### config.mk
export PLATFORM = sky130hd
export DESIGN_NAME = phy_reg_free_list_flat
export DESIGN_NICKNAME = d
export VERILOG_FILES = /design/src/rtl/phy_reg_free_list_if.sv /design/src/rtl/phy_reg_free_list.sv /design/src/flat_wrapper.sv
export SDC_FILE = /design/constraint.sdc
export NUM_CORES = 1
export LEC_CHECK = 0
export BUFFER_PORTS_ARGS = -buffer_cell sky130_fd_sc_hd__buf_2
export CAP_MARGIN = 15
export CORE_UTILIZATION = 46
export CTS_CLUSTER_DIAMETER = 40
export DETAILED_ROUTE_END_ITERATION = 7
export PLACE_DENSITY_LB_ADDON = 0.3
export SETUP_SLACK_MARGIN = 0.2
export SKIP_LAST_GASP = 1
export SLEW_MARGIN = 30
export SYNTH_ARGS = -nofsm -noshare
export SYNTH_HDL_FRONTEND = slang
export SYNTH_SLANG_ARGS = --single-unit
export TNS_END_PERCENT = 100
### constraint.sdc
create_clock -name clk -period 7.65 [get_ports clk]
set_input_delay 1.1475 -clock clk [delete_from_list [all_inputs] [get_ports clk]]
set_output_delay 1.1475 -clock clk [all_outputs]
set_load 0.005 [all_outputs]
### src/rtl/phy_reg_free_list_if.sv
`default_nettype none
// ============================================================================
// Module   : phy_reg_free_list_if
// Brief    : Allocation/release bundle between rename/commit and the free list.
// Revision : 1.0 - initial release
// ============================================================================
interface phy_reg_free_list_if #(
   parameter int ENTRY_NUM  = 64,
   parameter int INIT_BASE  = 32,
   parameter int POP_WIDTH  = 2,
   parameter int PUSH_WIDTH = 2
);
   localparam int DEPTH = ENTRY_NUM - INIT_BASE;
   localparam int REG_W = $clog2(ENTRY_NUM);
   localparam int CNT_W = $clog2(DEPTH) + 1;

   logic [POP_WIDTH-1:0]             popReq;
   logic [POP_WIDTH-1:0][REG_W-1:0]  popRegNum;
   logic [PUSH_WIDTH-1:0]            pushReq;
   logic [PUSH_WIDTH-1:0][REG_W-1:0] pushRegNum;
   logic                             ready;
   logic                             allocatable;
   logic [CNT_W-1:0]                 count;
   logic                             errUnderflow;
   logic                             errOverflow;
   logic                             errDoubleFree;

   modport master (
      output popReq, pushReq, pushRegNum,
      input  popRegNum, ready, allocatable, count,
      input  errUnderflow, errOverflow, errDoubleFree
   );

   modport slave (
      input  popReq, pushReq, pushRegNum,
      output popRegNum, ready, allocatable, count,
      output errUnderflow, errOverflow, errDoubleFree
   );
endinterface
`default_nettype wire

### src/rtl/phy_reg_free_list.sv
`default_nettype none
// ============================================================================
// Module   : phy_reg_free_list
// Brief    : Multi-lane circular free list of physical register numbers.
//            Optional double-free bitmap: RSD_FREE_LIST_DOUBLE_FREE_CHECK_EN.
// Revision : 1.0 - initial release
// ============================================================================
module phy_reg_free_list #(
   parameter int ENTRY_NUM  = 64,
   parameter int INIT_BASE  = 32,
   parameter int POP_WIDTH  = 2,
   parameter int PUSH_WIDTH = 2
) (
   input  logic                   clk,
   input  logic                   rst,
   phy_reg_free_list_if.slave     bus
);
   localparam int DEPTH = ENTRY_NUM - INIT_BASE;
   localparam int PTR_W = $clog2(DEPTH);
   localparam int REG_W = $clog2(ENTRY_NUM);
   localparam int CNT_W = PTR_W + 1;

   localparam logic [CNT_W-1:0] c_depth     = DEPTH[CNT_W-1:0];
   localparam logic [CNT_W:0]   c_depth_ext = DEPTH[CNT_W:0];
   localparam logic [CNT_W-1:0] c_pop_w     = POP_WIDTH[CNT_W-1:0];
   localparam logic [REG_W-1:0] c_init_base = INIT_BASE[REG_W-1:0];

   typedef enum logic [0:0] {
      ST_INIT = 1'b0,
      ST_RUN  = 1'b1
   } state_t;

   state_t                           r_state;
   state_t                           w_state_next;
   logic [PTR_W-1:0]                 r_init_idx;
   logic [PTR_W-1:0]                 r_head;
   logic [PTR_W-1:0]                 r_tail;
   logic [CNT_W-1:0]                 r_count;
   logic                             r_alloc;
   logic                             r_err_uf;
   logic                             r_err_of;
   logic [REG_W-1:0]                 r_queue [DEPTH];

   logic                             w_run;
   logic [REG_W-1:0]                 w_init_reg;
   logic [POP_WIDTH-1:0][PTR_W-1:0]  w_pop_addr;
   logic [PUSH_WIDTH-1:0][PTR_W-1:0] w_push_addr;
   logic [PUSH_WIDTH-1:0]            w_push_vld;
   logic [CNT_W-1:0]                 w_pop_cnt;
   logic [CNT_W-1:0]                 w_push_cnt;
   logic [CNT_W:0]                   w_sum;
   logic                             w_pop_ok;
   logic                             w_push_ok;
   logic [CNT_W-1:0]                 w_count_next;

`ifdef RSD_FREE_LIST_DOUBLE_FREE_CHECK_EN
   logic [ENTRY_NUM-1:0]             r_is_free;
   logic                             r_err_df;
   logic                             w_dbl_free;
`endif

   assign w_run      = (r_state == ST_RUN);
   assign w_init_reg = c_init_base + REG_W'(r_init_idx);

   always_comb begin
      w_state_next = r_state;
      if (r_state == ST_INIT && r_init_idx == PTR_W'(DEPTH - 1)) begin
         w_state_next = ST_RUN;
      end
   end

   // Lane offsets are prefix counts of the request masks, so masks need not be compacted.
   always_comb begin
      w_pop_cnt  = '0;
      w_push_cnt = '0;
      w_push_vld = bus.pushReq;
`ifdef RSD_FREE_LIST_DOUBLE_FREE_CHECK_EN
      w_dbl_free = 1'b0;
      for (int j = 0; j < PUSH_WIDTH; j++) begin
         if (r_is_free[bus.pushRegNum[j]]) begin
            w_push_vld[j] = 1'b0;
         end
         for (int k = 0; k < j; k++) begin
            if (bus.pushReq[k] && bus.pushRegNum[k] == bus.pushRegNum[j]) begin
               w_push_vld[j] = 1'b0;
            end
         end
      end
      w_dbl_free = |(bus.pushReq & ~w_push_vld);
`endif
      for (int i = 0; i < POP_WIDTH; i++) begin
         w_pop_addr[i] = r_head + w_pop_cnt[PTR_W-1:0];
         w_pop_cnt     = w_pop_cnt + CNT_W'(bus.popReq[i]);
      end
      for (int j = 0; j < PUSH_WIDTH; j++) begin
         w_push_addr[j] = r_tail + w_push_cnt[PTR_W-1:0];
         w_push_cnt     = w_push_cnt + CNT_W'(w_push_vld[j]);
      end
   end

   // Pops see only the registered count; pushes are judged after accepted pops.
   assign w_pop_ok     = w_run && (w_pop_cnt <= r_count);
   assign w_sum        = {1'b0, r_count} - (w_pop_ok ? {1'b0, w_pop_cnt} : '0)
                         + {1'b0, w_push_cnt};
   assign w_push_ok    = w_run && (w_sum <= c_depth_ext);
   assign w_count_next = r_count - (w_pop_ok ? w_pop_cnt : '0)
                         + (w_push_ok ? w_push_cnt : '0);

   always_ff @(posedge clk) begin
      if (rst) begin
         r_state    <= ST_INIT;
         r_init_idx <= '0;
         r_head     <= '0;
         r_tail     <= '0;
         r_count    <= '0;
         r_alloc    <= 1'b0;
         r_err_uf   <= 1'b0;
         r_err_of   <= 1'b0;
      end else begin
         r_state <= w_state_next;
         if (r_state == ST_INIT) begin
            r_init_idx <= r_init_idx + 1'b1;
            if (w_state_next == ST_RUN) begin
               r_count <= c_depth;
               r_alloc <= (c_depth >= c_pop_w);
            end
         end else begin
            if (w_pop_ok) begin
               r_head <= r_head + w_pop_cnt[PTR_W-1:0];
            end else begin
               r_err_uf <= 1'b1;
            end
            if (w_push_ok) begin
               r_tail <= r_tail + w_push_cnt[PTR_W-1:0];
            end else begin
               r_err_of <= 1'b1;
            end
            r_count <= w_count_next;
            r_alloc <= (w_count_next >= c_pop_w);
         end
      end
   end

   // Storage has no reset so it can map onto a RAM; INIT fills it one entry per cycle.
   always_ff @(posedge clk) begin
      if (r_state == ST_INIT) begin
         r_queue[r_init_idx] <= w_init_reg;
      end else if (w_push_ok) begin
         for (int j = 0; j < PUSH_WIDTH; j++) begin
            if (w_push_vld[j]) begin
               r_queue[w_push_addr[j]] <= bus.pushRegNum[j];
            end
         end
      end
   end

`ifdef RSD_FREE_LIST_DOUBLE_FREE_CHECK_EN
   always_ff @(posedge clk) begin
      if (rst) begin
         r_is_free <= '0;
         r_err_df  <= 1'b0;
      end else if (r_state == ST_INIT) begin
         r_is_free[w_init_reg] <= 1'b1;
      end else begin
         if (w_pop_ok) begin
            for (int i = 0; i < POP_WIDTH; i++) begin
               if (bus.popReq[i]) begin
                  r_is_free[r_queue[w_pop_addr[i]]] <= 1'b0;
               end
            end
         end
         if (w_push_ok) begin
            for (int j = 0; j < PUSH_WIDTH; j++) begin
               if (w_push_vld[j]) begin
                  r_is_free[bus.pushRegNum[j]] <= 1'b1;
               end
            end
         end
         if (w_dbl_free) begin
            r_err_df <= 1'b1;
         end
      end
   end
   assign bus.errDoubleFree = r_err_df;
`else
   assign bus.errDoubleFree = 1'b0;
`endif

   generate
      for (genvar i = 0; i < POP_WIDTH; i++) begin : g_pop_out
         assign bus.popRegNum[i] = r_queue[w_pop_addr[i]];
      end
   endgenerate

   assign bus.ready        = w_run;
   assign bus.allocatable  = r_alloc;
   assign bus.count        = r_count;
   assign bus.errUnderflow = r_err_uf;
   assign bus.errOverflow  = r_err_of;

endmodule
`default_nettype wire
### src/flat_wrapper.sv
// flat-port wrapper written by rule: the top's interface ports become plain ports
module phy_reg_free_list_flat 
#(
   parameter int ENTRY_NUM  = 64,
   parameter int INIT_BASE  = 32,
   parameter int POP_WIDTH  = 2,
   parameter int PUSH_WIDTH = 2
)
  (clk, rst, bus_popReq, bus_pushReq, bus_pushRegNum, bus_popRegNum, bus_ready, bus_allocatable, bus_count, bus_errUnderflow, bus_errOverflow, bus_errDoubleFree);
  phy_reg_free_list_if #(.ENTRY_NUM(ENTRY_NUM), .INIT_BASE(INIT_BASE), .POP_WIDTH(POP_WIDTH), .PUSH_WIDTH(PUSH_WIDTH)) bus_i ();
  input  logic clk;
  input  logic rst;
  input wire logic [$bits(bus_i.popReq)-1:0] bus_popReq;
  input wire logic [$bits(bus_i.pushReq)-1:0] bus_pushReq;
  input wire logic [$bits(bus_i.pushRegNum)-1:0] bus_pushRegNum;
  output wire logic [$bits(bus_i.popRegNum)-1:0] bus_popRegNum;
  output wire logic [$bits(bus_i.ready)-1:0] bus_ready;
  output wire logic [$bits(bus_i.allocatable)-1:0] bus_allocatable;
  output wire logic [$bits(bus_i.count)-1:0] bus_count;
  output wire logic [$bits(bus_i.errUnderflow)-1:0] bus_errUnderflow;
  output wire logic [$bits(bus_i.errOverflow)-1:0] bus_errOverflow;
  output wire logic [$bits(bus_i.errDoubleFree)-1:0] bus_errDoubleFree;
  assign bus_i.popReq = bus_popReq;
  assign bus_i.pushReq = bus_pushReq;
  assign bus_i.pushRegNum = bus_pushRegNum;
  assign bus_popRegNum = bus_i.popRegNum;
  assign bus_ready = bus_i.ready;
  assign bus_allocatable = bus_i.allocatable;
  assign bus_count = bus_i.count;
  assign bus_errUnderflow = bus_i.errUnderflow;
  assign bus_errOverflow = bus_i.errOverflow;
  assign bus_errDoubleFree = bus_i.errDoubleFree;
  phy_reg_free_list #(.ENTRY_NUM(ENTRY_NUM), .INIT_BASE(INIT_BASE), .POP_WIDTH(POP_WIDTH), .PUSH_WIDTH(PUSH_WIDTH)) u_core (.clk(clk), .rst(rst), .bus(bus_i));
endmodule
Word-level counts from Yosys, hierarchy flattened
Memories as Yosys holds them, arrays and structs flattened. A register that Yosys moved wholly into a read port is not among the register bits.
Cells that the tools add are included.
{"block": "classes", "add_sub_neg": 12, "n_lt_le_gt_ge": 3, "eq_ne": 1, "mux": 22, "bitwise_logic": 3, "n_reduce_logical": 9}
{"op": "2-to-1 mux 6 bit", "count": 6}
{"op": "2-to-1 mux 5 bit", "count": 3}
{"op": "2-to-1 mux 1 bit", "count": 13}
{"op": "adder 5 x 1 -> 5 bit", "count": 2}
{"op": "adder 5 bit", "count": 2}
{"op": "AND reduction 2 bit", "count": 4}
{"op": "adder 7 x 6 -> 7 bit", "count": 1}
{"op": "less-or-equal comparator 7 x 6 -> 1 bit (second input constant)", "count": 1}
{"op": "subtractor 6 x 7 -> 7 bit", "count": 1}
{"op": "adder 6 x 5 -> 6 bit (first input constant)", "count": 1}
{"op": "adder 6 bit", "count": 1}
{"op": "greater-or-equal comparator 6 x 2 -> 1 bit (second input constant)", "count": 1}
{"op": "less-or-equal comparator 6 bit", "count": 1}
{"op": "OR reduction 6 bit", "count": 1}
{"op": "subtractor 6 bit", "count": 1}
{"op": "adder 5 x 1 -> 5 bit (second input constant)", "count": 1}
{"op": "== test 5 bit (second input constant)", "count": 1}
{"op": "adder 1 x 1 -> 2 bit", "count": 2}
{"op": "logical AND 1 bit", "count": 3}
{"op": "NOT 1 bit", "count": 3}
{"op": "nonzero test 2 bit", "count": 1}
{"block": "word_totals", "ff_bits": 25, "ramBits": 192, "word_cells": 59, "n_memories": 1}
{"name": "u_core.r_queue", "words": 32, "width": 6, "read_ports": 2, "rd_clocked_by_memory_dff": 1, "wr": 2, "line_no": "phy_reg_free_list.sv:42", "rtl": "logic [REG_W-1:0] r_queue [DEPTH];"}

Logic depth before layout (Yosys ltp)
{"block": "logic_depth", "word_depth": 13, "ltp_mapped": 27}

Worst setup path after synthesis
Ideal clock, no wire load.
{"block": "synth_path", "path_kind": "input -> register", "startpoint": "input bus_popReq[0]", "endpoint": "register u_core.r_alloc (netlist: u_core.bus.allocatable)", "setup_ns": 0.140, "arrival_time_ns": 6.044, "path_slack_ns": 1.465, "stages": 26, "n_path_buf": 1, "path_cell_list": "ha_1 -> inv_1 -> ha_1 -> nand2_1 -> o2111ai_1 -> and3_1 -> ha_1 -> inv_1 -> ha_1 -> inv_1 -> fa_1 -> xnor2_1 -> or4_1 -> o211ai_2 -> and3_1 -> clkbuf_1 -> nand2_1 -> fa_1 -> inv_1 -> fa_1 -> a21oi_1 -> nor2_1 -> nor2_1 -> xnor2_1 -> nor4_1 -> a311oi_1"}
{"block": "synth_between", "elab_chain_cells": 12, "elab_cells_between_ends": 14, "cone_classes": "add/sub (5); order compare (3); mux (4); reduce/logical (2)"}
{"element": "from (decl)", "line_no": "flat_wrapper.sv:13", "rtl": "input wire logic [$bits(bus_i.popReq)-1:0] bus_popReq;"}
{"element": "adder 1 x 1 -> 2 bit *", "line_no": "phy_reg_free_list.sv:93", "rtl": "w_pop_cnt = w_pop_cnt + CNT_W'(bus.popReq[i]);"}
{"element": "less-or-equal comparator 6 bit", "line_no": "phy_reg_free_list.sv:102", "rtl": "assign w_pop_ok = w_run && (w_pop_cnt <= r_count);"}
{"element": "logical AND 1 bit", "line_no": "phy_reg_free_list.sv:102"}
{"element": "2-to-1 mux 6 bit", "line_no": "phy_reg_free_list.sv:103, phy_reg_free_list.sv:106"}
{"element": "subtractor 6 x 7 -> 7 bit", "line_no": "phy_reg_free_list.sv:103", "rtl": "assign w_sum = {1'b0, r_count} - (w_pop_ok ? {1'b0, w_pop_cnt} : '0)"}
{"element": "adder 7 x 6 -> 7 bit", "line_no": "phy_reg_free_list.sv:104", "rtl": "+ {1'b0, w_push_cnt};"}
{"element": "less-or-equal comparator 7 x 6 -> 1 bit", "line_no": "phy_reg_free_list.sv:105", "rtl": "assign w_push_ok = w_run && (w_sum <= c_depth_ext);"}
{"element": "logical AND 1 bit", "line_no": "phy_reg_free_list.sv:105"}
{"element": "2-to-1 mux 6 bit", "line_no": "phy_reg_free_list.sv:107", "rtl": "+ (w_push_ok ? w_push_cnt : '0);"}
{"element": "adder 6 bit *", "line_no": "phy_reg_free_list.sv:107"}
{"element": "greater-or-equal comparator 6 x 2 -> 1 bit *", "line_no": "phy_reg_free_list.sv:139", "rtl": "r_alloc <= (w_count_next >= c_pop_w);"}
{"element": "2-to-1 mux 1 bit *", "line_no": "phy_reg_free_list.sv:121", "rtl": "if (r_state == ST_INIT) begin"}
{"element": "to (signal assigned)", "line_no": "phy_reg_free_list.sv:125", "rtl": "r_alloc <= (c_depth >= c_pop_w);"}
{"element": "to (signal assigned)", "line_no": "phy_reg_free_list.sv:139"}
{"element": "to (decl)", "line_no": "phy_reg_free_list.sv:39", "rtl": "logic r_alloc;"}
Mark *: on every way between the ends. The rest lies on a longest branch, timed or not.
A chain may end at the register's enable or synchronous reset.

Final worst setup path
Same ends and word-level chain as after synthesis.

==> reports/results.tsv <==
metric	value	unit
outcome	complete, no violations	
cp.required	8.02	ns
final_cell_area	15600	sq um
synth_area	13900	sq um
grt_start_max_net_pins	49	
holdPathStages	2	
grt_pass1_wl	61.3	mm
cts_hold_buf	0	
r2r_end	u_core.bus.allocatable$_SDFFE_PP0P_	
cts.sink_count	222	
antenna_found_initial	0	
min_to	u_core.bus.errOverflow$_SDFFE_PP0P_	
dp_cells	1456	
final_cell_count_no_fill	1521	
drive_above_1_share	0.332	
worstMarginPinSlew	0.934	ns
synth-compound-area-share	0.0848	
grt_setup_unrepaired	false	
maxSlewHeadroom	0.374	
yosysWarningCount	0	
port_buffers	39	
setup_viol	0	
synthAdderAreaFrac	0.0316	
postSynthNetCount	1153	
synth-edff-count	192	
synthDistinctLibCells	63	
drtAntennaViolNets	0	
r2r-start	u_core.bus.count[1]$_SDFFE_PP0P_	
dpl.hpwl	27.0	mm
grtUsageTotal	0.271	
drt_first_pass_iters	5	
final_util	0.528	
diodes	0	
dpl_cell_area	14400	sq um
std_cell_rows	63	
die_h	176	um
dpl_worst_slack	0.982	ns
min-delay-start	u_core.bus.errOverflow$_SDFFE_PP0P_	
synth_simple_gate_area_frac	0.0946	
cts_resized	0	
drc	0	
synth.top_cell.area_share	0.416	
drv_cap	0	
end_kind	flop	
syn_avg_cell_area	12.6	sq um
routed_wl	40.9	mm
yosysTopAreaCell	edfxtp_1	
r2r_slack	2.08	ns
max_freq	163	MHz
synth_top_family_by_area	multiplexers	
hold_viol_final	0	
syn_inst	1103	
synth-xor-area-share	0.0139	
io_pins	41	
die_area	30800	sq um
muxShareOfSynthArea	0.273	
powerDensity	209	nW/um^2
core-area	29600	sq um
numCtsBuffers	36	
h-tree-depth	2	
gp_congestion	0.908	
clk_pin_slew	0.05	ns
critical_path_class	input pin to flop	
min_path_type	flop to flop	
area_growth	12.8	%
insertion_delay	0.51	ns
worstRegToRegCells	21	
fin_ws	1.53	ns
yosys_most_used_dff	edfxtp_1	
wire_per_inst	26.9	um
fin_crit_sh	0.800	
fin_skew	0.0118	ns
power	3.27	mW
vias	9829	
leakage	5.39	nW
yosys-top-cells-area	edfxtp_1 (42%), mux4_2 (19%), mux2_2 (7.0%)	
first_iter_violations	1532	
synth-seq-area-share	0.459	
clockBufferDepth	3	
hold_slack	0.475	ns
worstPathMaxFanout	5	
clockRootBuffer	clkbuf_16	
layout_min_cycle_time	6.12	ns
start_util	0.468	
drv_slew	0	
arrival	6.49	ns
layout.nets	1155	
ys_seq_elements	222	
fin_setup_tns	0	ns
async_reset_ff_frac	0	
via_per_inst	6.46	
grt_pass1_vias	9740	
cts_tree	built	
crit_path_start_kind	input pin	
die_x	176	um
grt_overflow	0	
cts_setup_buffers	0	
irDropWorstVdd	168	uV
layout make-up:
cell class                 count  area (sq um)
sequential                   222          6370
tap                          390           488
fill                        2511         14000
inverter                      23          86.3
multi-input combinational    749          6950
timing repair buffer          73           474
clock buffer                  39           943
clock inverter                25           327
cells in the final DEF (no fill, tap or decap), types with 9 or more instances in the layout:
cell type  Yosys  routed
edfxtp_1     192     192
nor2_1       161     160
a21oi_1      139     139
mux4_2       120     120
mux2_2        86      86
buf_2         30      39
clkbuf_16      0      37
buf_4          3      32
dfxtp_1       30      27
ha_1          27      25
inv_1         23      23
o21ai_0       23      22
nand4_1       20      20
nand3_1       16      16
nand2_1       15      15
nor3_1        14      14
xor2_1        12      11
o22ai_1       10      10
nor2b_1        9       9
xnor2_1       10       9
how the worst max path moves through the flow:
| stage | to | start | cells past startpoint |
|---|---|---|---|
| 3_5_place_dp | u_core.bus.allocatable$_SDFFE_PP0P_ | bus_popReq[0] | 26 |
| 5_1_grt | u_core.bus.allocatable$_SDFFE_PP0P_ | bus_popReq[0] | 26 |
| 4_1_cts | u_core.bus.allocatable$_SDFFE_PP0P_ | bus_popReq[0] | 26 |
| 2_1_floorplan | u_core.bus.allocatable$_SDFFE_PP0P_ | bus_popReq[0] | 26 |
| 6_report | u_core.bus.allocatable$_SDFFE_PP0P_ | bus_popReq[0] | 26 |
| 3_3_place_gp | u_core.bus.allocatable$_SDFFE_PP0P_ | bus_popReq[0] | 26 |
state kept, by name, summed over array words and instances, names as in the netlist, named ones only:
name,cells
u_core.r_queue,192
u_core.bus.count,6
u_core.r_head,5
u_core.r_init_idx,5
u_core.r_tail,5
u_core.bus.allocatable,1
u_core.bus.errOverflow,1
u_core.bus.errUnderflow,1
u_core.bus.ready,1
worst max-delay path: stages:
cell,delay (ns)
buf_2,0.13
ha_1,0.32
inv_1,0.05
ha_1,0.26
nand2_1,0.07
o2111ai_1,0.18
and3_1,0.23
ha_1,0.26
inv_1,0.08
ha_1,0.16
inv_1,0.06
fa_1,0.45
xnor2_1,0.15
or4_1,0.49
o211ai_2,0.16
and3_1,0.28
nand2_1,0.11
fa_1,0.51
inv_1,0.07
fa_1,0.46
a21oi_1,0.14
nor2_1,0.05
nor2_1,0.11
xnor2_1,0.09
nor4_1,0.31
a311oi_1,0.13
routing by layer:
metal / share of wire / GRT usage
met1: 0.39 / 0.367
met2: 0.45 / 0.414
met3: 0.12 / 0.0814
met4: 0.034 / 0.0971
met5: 0 / 0
cells in the mapped netlist (3+ instances only):
library cell,instances
buf_2,30
dfxtp_1,30
buf_1,9
fa_1,5
nor2_2,4
mux2_2,86
xor2_1,12
nor2_1,161
a31oi_1,3
edfxtp_1,192
mux4_2,120
nand2_1,15
a21oi_1,139
nor3_4,3
and3_1,7
nor2b_1,9
nor2_4,3
nand3_1,16
buf_6,5
xnor2_1,10
mux2i_1,10
clkbuf_1,61
o22ai_1,10
o21ai_0,23
buf_4,3
nand4_1,20
o21bai_1,3
nand2b_1,5
a21o_1,4
ha_1,27
inv_1,23
nor3_1,14
o31ai_1,3
where the power goes:
part           switching [mW]  internal, mW
sequential            0.00833          1.33
combinational           0.131        0.0855
clock                   0.629          1.09
total                   0.769          2.50
cell families (layout without fill, tap and decap cells):
| family | count (synthesis) | in the layout |
|---|---|---|
| flops | 222 | 222 |
| buf+inv | 132 | 160 |
| xor+xnor | 22 | 22 |
| simple gates | 272 | 272 |
| mux | 217 | 217 |
| fa+ha+maj | 32 | 32 |
| other cells | 1 | 1 |
| compound gates | 205 | 205 |
(Power assumes the default switching activity.)
